--- src/rtl/mult_div_unit_pkg.sv ---
// Shared definitions for the iterative multiply/divide unit.
//   - op encodings (md_op_e) as used on the op port
//   - controller state encoding (md_state_e)
//   - MD_ITER: iterations per multiply/divide (one result bit per clock)
package mult_div_unit_pkg;

  localparam int DATA_W  = 32;
  localparam int MD_ITER = 32;

  typedef enum logic [2:0] {
    OP_MULT  = 3'd0,
    OP_MULTU = 3'd1,
    OP_DIV   = 3'd2,
    OP_DIVU  = 3'd3,
    OP_MTHI  = 3'd4,
    OP_MTLO  = 3'd5
  } md_op_e;

  typedef enum logic [1:0] {
    ST_IDLE = 2'd0,
    ST_CALC = 2'd1,
    ST_DONE = 2'd2
  } md_state_e;

  // True for the ops that run through the 32-iteration datapath.
  function automatic logic is_iter_op(input logic [2:0] o);
    return (o == OP_MULT) || (o == OP_MULTU) || (o == OP_DIV) || (o == OP_DIVU);
  endfunction

endpackage

--- src/rtl/mult_div_unit.sv ---
// mult_div_unit: 32-bit iterative multiply/divide unit with HI/LO registers.
//   Multiply: radix-2 shift-add, divide: restoring, one bit per clock.
//   Signed ops work on magnitudes and fix the signs on the final iteration.
// Ports:
//   clk     in   1   clock, rising edge
//   rst     in   1   synchronous active-high reset
//   start   in   1   request strobe, only looked at in IDLE
//   op      in   3   operation code (md_op_e)
//   a       in  32   multiplicand / dividend / MTHI-MTLO source
//   b       in  32   multiplier / divisor
//   cancel  in   1   aborts an operation while in CALC
//   busy    out  1   high in CALC and DONE
//   done    out  1   one-cycle completion pulse (DONE state)
//   hi      out 32   HI register (product high word / remainder)
//   lo      out 32   LO register (product low word / quotient)
module mult_div_unit
  import mult_div_unit_pkg::*;
(
  input  logic        clk,
  input  logic        rst,
  input  logic        start,
  input  logic [2:0]  op,
  input  logic [31:0] a,
  input  logic [31:0] b,
  input  logic        cancel,
  output logic        busy,
  output logic        done,
  output logic [31:0] hi,
  output logic [31:0] lo
);

  localparam logic [5:0] CNT_LAST = 6'(MD_ITER - 1);

  function automatic logic [31:0] cond_neg32(input logic [31:0] v, input logic n);
    return n ? (~v + 32'd1) : v;
  endfunction

  function automatic logic [63:0] cond_neg64(input logic [63:0] v, input logic n);
    return n ? (~v + 64'd1) : v;
  endfunction

  md_state_e   state, state_nxt;
  logic [5:0]  cnt;
  logic        accept, last_iter;

  // Operand capture
  logic        sa_in, sb_in;
  logic [31:0] mag_a, mag_b;

  // Iteration datapath state (no reset: qualified by the controller)
  logic [64:0] acc;
  logic [31:0] opa, opb;
  logic        is_mul, neg_q, neg_r;

  // Shared adder/subtractor and next-iteration value
  logic [32:0] add_x, add_y, sum33;
  logic [64:0] acc_nxt;

  // Final results presented at the last iteration
  logic [63:0] prod_s;
  logic [31:0] res_hi, res_lo;

  assign accept    = (state == ST_IDLE) && start && is_iter_op(op);
  assign last_iter = (state == ST_CALC) && (cnt == CNT_LAST);

  // ---- controller: state register ----
  always_ff @(posedge clk) begin
    if (rst) state <= ST_IDLE;
    else     state <= state_nxt;
  end

  // ---- controller: next state ----
  always_comb begin
    state_nxt = state;
    unique case (state)
      ST_IDLE: if (accept) state_nxt = ST_CALC;
      ST_CALC: begin
        if (cancel)         state_nxt = ST_IDLE;
        else if (last_iter) state_nxt = ST_DONE;
      end
      ST_DONE: state_nxt = ST_IDLE;
      default: state_nxt = ST_IDLE;
    endcase
  end

  // ---- controller: outputs ----
  always_comb begin
    busy = (state != ST_IDLE);
    done = (state == ST_DONE);
  end

  // ---- operand capture (edge 0) ----
  // Even op codes are the signed variants; unsigned ops never negate.
  always_comb begin
    sa_in = ~op[0] & a[31];
    sb_in = ~op[0] & b[31];
    mag_a = cond_neg32(a, sa_in);
    mag_b = cond_neg32(b, sb_in);
  end

  // ---- iteration step ----
  // Multiply: acc = {carry, partial high, multiplier/low product}; add the
  //   multiplicand when acc[0] is set, then shift the whole thing right.
  // Divide: acc = {remainder, dividend/quotient}; shift left one bit, try
  //   subtracting the divisor, keep the difference when it did not borrow.
  always_comb begin
    if (is_mul) begin
      add_x = acc[64:32];
      add_y = acc[0] ? {1'b0, opa} : 33'd0;
    end else begin
      add_x = acc[63:31];
      add_y = ~{1'b0, opb};
    end
    sum33 = add_x + add_y + {32'd0, ~is_mul};

    if (is_mul)
      acc_nxt = {1'b0, sum33, acc[31:1]};
    else if (sum33[32])
      acc_nxt = {1'b0, add_x[31:0], acc[30:0], 1'b0};
    else
      acc_nxt = {1'b0, sum33[31:0], acc[30:0], 1'b1};
  end

  // ---- sign correction of the final iteration ----
  // A zero divisor leaves hi = original dividend (magnitude re-signed with
  // the dividend sign) and lo = all ones.
  always_comb begin
    prod_s = cond_neg64(acc_nxt[63:0], neg_q);
    if (is_mul) begin
      res_hi = prod_s[63:32];
      res_lo = prod_s[31:0];
    end else if (opb == 32'd0) begin
      res_hi = cond_neg32(opa, neg_r);
      res_lo = 32'hFFFF_FFFF;
    end else begin
      res_hi = cond_neg32(acc_nxt[63:32], neg_r);
      res_lo = cond_neg32(acc_nxt[31:0], neg_q);
    end
  end

  // ---- datapath registers ----
  always_ff @(posedge clk) begin
    if (accept) begin
      is_mul <= ~op[1];
      neg_q  <= sa_in ^ sb_in;
      neg_r  <= sa_in;
      opa    <= mag_a;
      opb    <= mag_b;
      acc    <= {33'd0, (op[1] ? mag_a : mag_b)};
    end else if (state == ST_CALC) begin
      acc    <= acc_nxt;
    end
  end

  // ---- iteration counter and HI/LO ----
  always_ff @(posedge clk) begin
    if (rst) begin
      cnt <= '0;
      hi  <= '0;
      lo  <= '0;
    end else begin
      if (accept)                  cnt <= '0;
      else if (state == ST_CALC)   cnt <= cnt + 6'd1;

      if ((state == ST_IDLE) && start && (op == OP_MTHI)) hi <= a;
      if ((state == ST_IDLE) && start && (op == OP_MTLO)) lo <= a;

      if (last_iter && !cancel) begin
        hi <= res_hi;
        lo <= res_lo;
      end
    end
  end

endmodule

--- config.mk ---
export PLATFORM = sky130hd
export DESIGN_NAME = mult_div_unit
export DESIGN_NICKNAME = d
export VERILOG_FILES = /design/src/rtl/mult_div_unit_pkg.sv /design/src/rtl/mult_div_unit.sv
export SDC_FILE = /design/constraint.sdc
export NUM_CORES = 1
export LEC_CHECK = 0
export BUFFER_PORTS_ARGS = -buffer_cell sky130_fd_sc_hd__clkbuf_2
export CAP_MARGIN = 20
export CORE_UTILIZATION = 30
export CTS_BUF_LIST = sky130_fd_sc_hd__clkbuf_16
export DETAILED_ROUTE_END_ITERATION = 10
export HOLD_SLACK_MARGIN = 0.03
export PLACE_DENSITY = 0.44
export SLEW_MARGIN = 10
export SYNTH_ARGS = -nofsm -noshare
export SYNTH_HDL_FRONTEND = slang
export SYNTH_SLANG_ARGS = --single-unit
--- constraint.sdc ---
create_clock -name clk -period 8.39 [get_ports clk]
set_clock_uncertainty 0.2 [all_clocks]
set_input_delay 0 -clock clk [delete_from_list [all_inputs] [get_ports clk]]
set_output_delay 0 -clock clk [all_outputs]
set_load 0.005 [all_outputs]
Word-level counts from Yosys, hierarchy flattened
Index checks and enable logic that the tools add are counted.

storage, ports and cells
  bits in registers = 203
  output and inout port bits = 66
  bits of input ports = 71
  word-level logic and storage cells = 88

cells by class
  reduce and logical (&&, ||, !) cells = 19
  add/sub/neg operators = 9
  bitwise operators = 13
  equality and inequality tests = 10
  mux-type cells = 26

operators by type and width
  kind                                                                    count
  32-bit two-way mux                                                      17
  64-bit two-way mux                                                      3
  32-bit by 1-bit adder with 32-bit output (second input constant)        5
  32-bit inverter                                                         5
  33-bit two-way mux                                                      2
  64-bit by 1-bit adder with 64-bit output (second input constant)        1
  64-bit inverter                                                         1
  33-bit by 1-bit adder with 33-bit output                                1
  33-bit adder                                                            1
  32-bit inverter with 33-bit output                                      1
  32-bit logical NOT                                                      1
  2-bit nonzero test                                                      4
  6-bit by 1-bit adder with 6-bit output (second input constant)          1
  3-bit by 2-bit equality test with 1-bit output (second input constant)  2
  3-bit equality test (second input constant)                             2
  6-bit by 5-bit equality test with 1-bit output (second input constant)  1
  1-bit logical AND                                                       6
  2-bit two-way mux                                                       3
  2-bit one-hot mux with 2 select lines                                   1
  3-bit by 1-bit equality test with 1-bit output (second input constant)  1
  3-bit logical NOT                                                       1
  1-bit logical OR                                                        3
  3-bit inequality test (second input constant)                           1
  1-bit inverter                                                          3
  9 further kinds                                                         10

Depth between registers and ports, before layout
  depth after elaboration = 12
  mapped depth = 35
  gate-level depth less buffers = 23

Worst setup path after synthesis
OpenSTA, ideal clock, no wires.

  path kind = register to register
  from = reg is_mul
  to = reg hi[26]
  setup time = 0.145 ns
  data required time = 8.045 ns
  period minus slack after synthesis = 8.256 ns
  path buffers = 12
  arrival time = 7.911 ns
  slack = 0.134 ns
  cell stages (with the launch flop) = 32
  cell sequence = edfxtp_1 > buf_2 > buf_2 > buf_1 > buf_2 > buf_1 > buf_2 > buf_1 > buf_2 > clkbuf_1 > clkbuf_1 > mux2i_1 > fa_1 > fa_1 > nand2b_1 > a21oi_1 > o21ai_2 > a211oi_4 > o21ai_1 > buf_2 > buf_2 > nand2_1 > o21ai_0 > o21ai_0 > ha_1 > o21ai_0 > a311oi_2 > nand4_1 > or2_2 > or3_4 > o311ai_1 > a221oi_1

between the ends
  cells in the longest elaborated chain, start to end = 11
  elaborated cells on any way between the ends = 16
  classes of those cells = add/sub (4); mux (9); bitwise (3)

ends and longest elaborated chain
  what                                      RTL line              RTL
  from (decl)                               mult_div_unit.sv:53   logic is_mul, neg_q, neg_r;
  from (signal assigned)                    mult_div_unit.sv:144  is_mul <= ~op[1];
  33-bit two-way mux                        mult_div_unit.sv:107  if (is_mul) begin
  33-bit adder                              mult_div_unit.sv:114  sum33 = add_x + add_y + {32'd0, ~is_mul};
  33-bit by 1-bit adder with 33-bit output  mult_div_unit.sv:114
  64-bit two-way mux                        mult_div_unit.sv:118  else if (sum33[32])
  64-bit two-way mux                        mult_div_unit.sv:116  if (is_mul)
  32-bit inverter                           mult_div_unit.sv:35   return n ? (~v + 32'd1) : v;
  32-bit by 1-bit adder with 32-bit output  mult_div_unit.sv:35
  32-bit two-way mux                        mult_div_unit.sv:35
  32-bit two-way mux                        mult_div_unit.sv:132  end else if (opb == 32'd0) begin
  32-bit two-way mux (*)                    mult_div_unit.sv:129  if (is_mul) begin
  32-bit two-way mux (*)                    mult_div_unit.sv:168  if (last_iter && !cancel) begin
  to (signal assigned)                      mult_div_unit.sv:169  hi <= res_hi;
  to (decl)                                 mult_div_unit.sv:28   output logic [31:0] hi,

Mark *: on every way between the ends. The rest lies on a longest branch, timed or not.
A chain may end at the register's enable or synchronous reset.

Final worst setup path
  from = reg is_mul
  to = reg hi[2]

Same word-level chain as after synthesis.

==> impl_metrics.csv <==
group,metric,value,unit
run_status,outcome,"finished, final reports clean",
die,dieArea,58400,um2
drt,wl_per_cell,26.5,um
yosys,ys_ff_latch,203,
pwr,ir_worst_vdd,130,uV
global_route,grt_pass1_wl,119000,um
global_route,grt_usage,27.3,%
critical_path,crit_family,"simple AND/OR/NAND/NOR gates",
drt,dr.pass1.iters,5,
timing,slew_violations,0,
yosys,synth_mux_area_share,6.27,%
critical_path,cp_slowest_stage_delay,800,ps
yosys,ys_warn_count,0,
critical_path,crit_type,"reg -> reg",
drt,drtAntennaViolNets,0,
timing,setup_viol,0,
yosys,synthSimpleGateAreaFrac,21.3,%
layout,fill_cells,5963,
drt,drc,0,
critical_path,startpoint_type,"flop",
pwr,power.leakage,7.52,nW
yosys,synth_edf_count,99,
critical_path,required,8650,ps
layout,finish.net_count,2426,
drt,drt_iter0_markers,1585,
yosys,yosys.area.top_type,"edfxtp_1",
critical_path,crit_chain,"and2_1, buf_4, a21o_1, inv_1, fa_1, fa_1, nand2b_1, a21oi_1, o21ai_2, a211oi_4, or3_1, nand3_1, inv_1, ha_1, nand2_1, or2_2, or3_1, nor2_1, a21oi_1, xnor2_1, nor2_1, a211oi_1, a311oi_1, dlygate4sd3_1",
clock_tree,h-tree-depth,1,
layout,mostFrequentLayoutCells,"nand2_1, o21ai_0, nor2_1",
yosys,synth_top_family_by_area,"compound AO/OA/AOI/OAI gates",
critical_path,critPathBufInv,4,
yosys,async_reset_ff_share,0,%
pwr,p_per_area,186,nW/um2
critical_path,crit_path_end_kind,"flop",
layout,multi_input_area,11400,um2
clock_tree,cts-root-buf,"clkbuf_16",
global_route,grt_max_degree,115,
die,fp.dieW,242,um
yosys,ys.flop_type,"dfxtp_1",
layout,layout-drive-gt1-share,13.3,%
layout,final_common_cell,"nand2_1",
clock_tree,cts_inserted_buffers,26,
critical_path,crit_fanout,31,
clock_tree,cts_sinks,203,
timing,hold_violations,0,
layout,fin_cells,3091,
global_route,gr-total-overflow,0,
timing,setup_tns,0,ps
layout,area_growth_syn_to_layout,18.4,%
timing,slew_headroom,26.6,%
clock_tree,clock_path_buffers,3,
global_route,grt_pass1_vias,17687,
timing,min_period,7920,ps
yosys,synth_cell_types,100,
yosys,synthCells,2159,
drt,drt-vias-per-instance,5.82,
drt,dr_total_vias,17984,
layout,seqCellArea,5050,um2
clock_tree,cts_setup_buffers,0,
placed_design,port_buffers,136,
yosys,syn_nets,2270,
drt,wl,81900,um
yosys,avgSynthCellArea,7.98,um2
clock_tree,clk_latency,590,ps
critical_path,cp.arrival,8170,ps
clock_tree,cts_tree,"done",
yosys,synth_top_area_share,17.2,%
layout,antenna_cells,0,
yosys,seq_area_frac_synth,29.3,%
timing,fmax,126,MHz
timing,worstMarginPinSlew,1100,ps
placed_design,finalWeightedCongestion,0.944,
timing,fin_crit_sh,94.3,%
die,initial_core_util,30.5,%
worst_hold_path,hold_path_class,"in -> reg",
yosys,yosys-top-cells-area,"edfxtp_1, dfxtp_1, nand2_1, o21ai_0, xnor2_1",
yosys,synth_fa_ha_area_share,2.99,%
global_route,antenna_found_initial,1,
placed_design,dp_cells,2943,
yosys,synth_xor_area_share,8.54,%
placed_design,dp_hpwl,63600,um
clock_tree,clkTransAtPathRegs,70,ps
yosys,synth_compound_area_share,26.8,%
timing,rsz0062_at_grt,"no",
die,coreArea,56600,um2
yosys,syn_area,17200,um2
flow_run,drv_cap,0,
die,rows,87,
die,io_pins,137,
critical_path,cp_slowest_cell,"nor2_1",
die,die_h,242,um
[synthesized netlist by cell type, drive strengths merged, types with 21 or more instances]
| cell type | number |
|---|---|
| nand2 | 296 |
| o21ai | 192 |
| nor2 | 163 |
| a21oi | 155 |
| dfxtp | 104 |
| clkbuf | 100 |
| edfxtp | 99 |
| xnor2 | 85 |
| xor2 | 83 |
| mux2i | 72 |
| inv | 49 |
| nor3 | 46 |
| buf | 45 |
| o221ai | 41 |
| o211ai | 39 |
| ha | 38 |
| nor4 | 35 |
| o31ai | 35 |
| or3 | 33 |
| nand2b | 32 |
| mux2 | 30 |
| nand4 | 30 |
| a31oi | 27 |
| nand3 | 27 |
| a211oi | 21 |
[routing by layer]
| layer | routed length, um | GRT usage, % | share of wire (%) | vias up |
|---|---|---|---|---|
| met5 | 11 | 0 | 0.013 | - |
| met4 | 4160 | 12.3 | 5.1 | 2 |
| met3 | 4700 | 3.52 | 5.7 | 172 |
| li1 | - | - | - | 8347 |
| met2 | 39500 | 46.9 | 48 | 659 |
| met1 | 33500 | 33.9 | 41 | 8804 |
[cell type report]
type | instances | area share, %
Multi-Input combinational cell | 1761 | 55.7
Clock inverter | 18 | 0.521
Clock buffer | 30 | 3.68
Tap cell | 756 | 4.63
Inverter | 50 | 0.931
Timing Repair Buffer | 273 | 9.74
Sequential cell | 203 | 24.8
[tightest hold or removal path, cell delays in order]
cell and delay (ps):
clkbuf_2 90, or2_2 500, nand2_1 90, o21ai_0 60
[timing repair]
item | in CTS | in global routing
hold buffers | 99 | 0
gates resized for setup | 0 | 0
hold endpoints to repair | 154 | 0
[logic make-up after synthesis]
logic type,Yosys count
AO/OA/AOI/OAI,684
XOR/XNOR,168
adder cells (fa/ha/maj),40
buffers and inverters,195
flip-flops,203
multiplexers,103
AND/OR/NAND/NOR,766
[through the flow]
step           hold WS (ps)  area [um2]  setup WS, ps  utilization [%]  power, W
3_3_place_gp           83.4       18500          1110             32.8   0.00261
2_1_floorplan          -101       17200           134                -   0.00211
5_1_grt                 135       20400           192             36.1   0.00397
3_5_place_dp           85.3       18500           946             32.8   0.00261
4_1_cts                56.0       20400           646             36.0   0.00380
6_report               89.3       20400           474             36.1   0.00380
[power breakdown]
| part | switching (W) | internal, W |
|---|---|---|
| Combinational | 0.000956 | 0.000491 |
| Clock | 0.000504 | 0.000641 |
| Sequential | 0.0000851 | 0.00112 |
| Total | 0.00155 | 0.00226 |
[state kept, by name (all words and copies together), names as in the netlist]
name and count:
is_mul 1, opb 32, state 2, opa 32, lo 32, neg_q 1, neg_r 1, acc 64
hi 32, cnt 6
[final timing paths]
kind / cells after the start / startpoint / slack [ps] / to
min reg2reg: 2 / lo[28] / 250 / lo[28]
max: 24 / is_mul / 470 / hi[2]
min: 4 / op[2] / 90 / acc[4]
max reg2reg: 24 / is_mul / 470 / hi[2]
No activity file was read; power rests on OpenSTA's default activity.
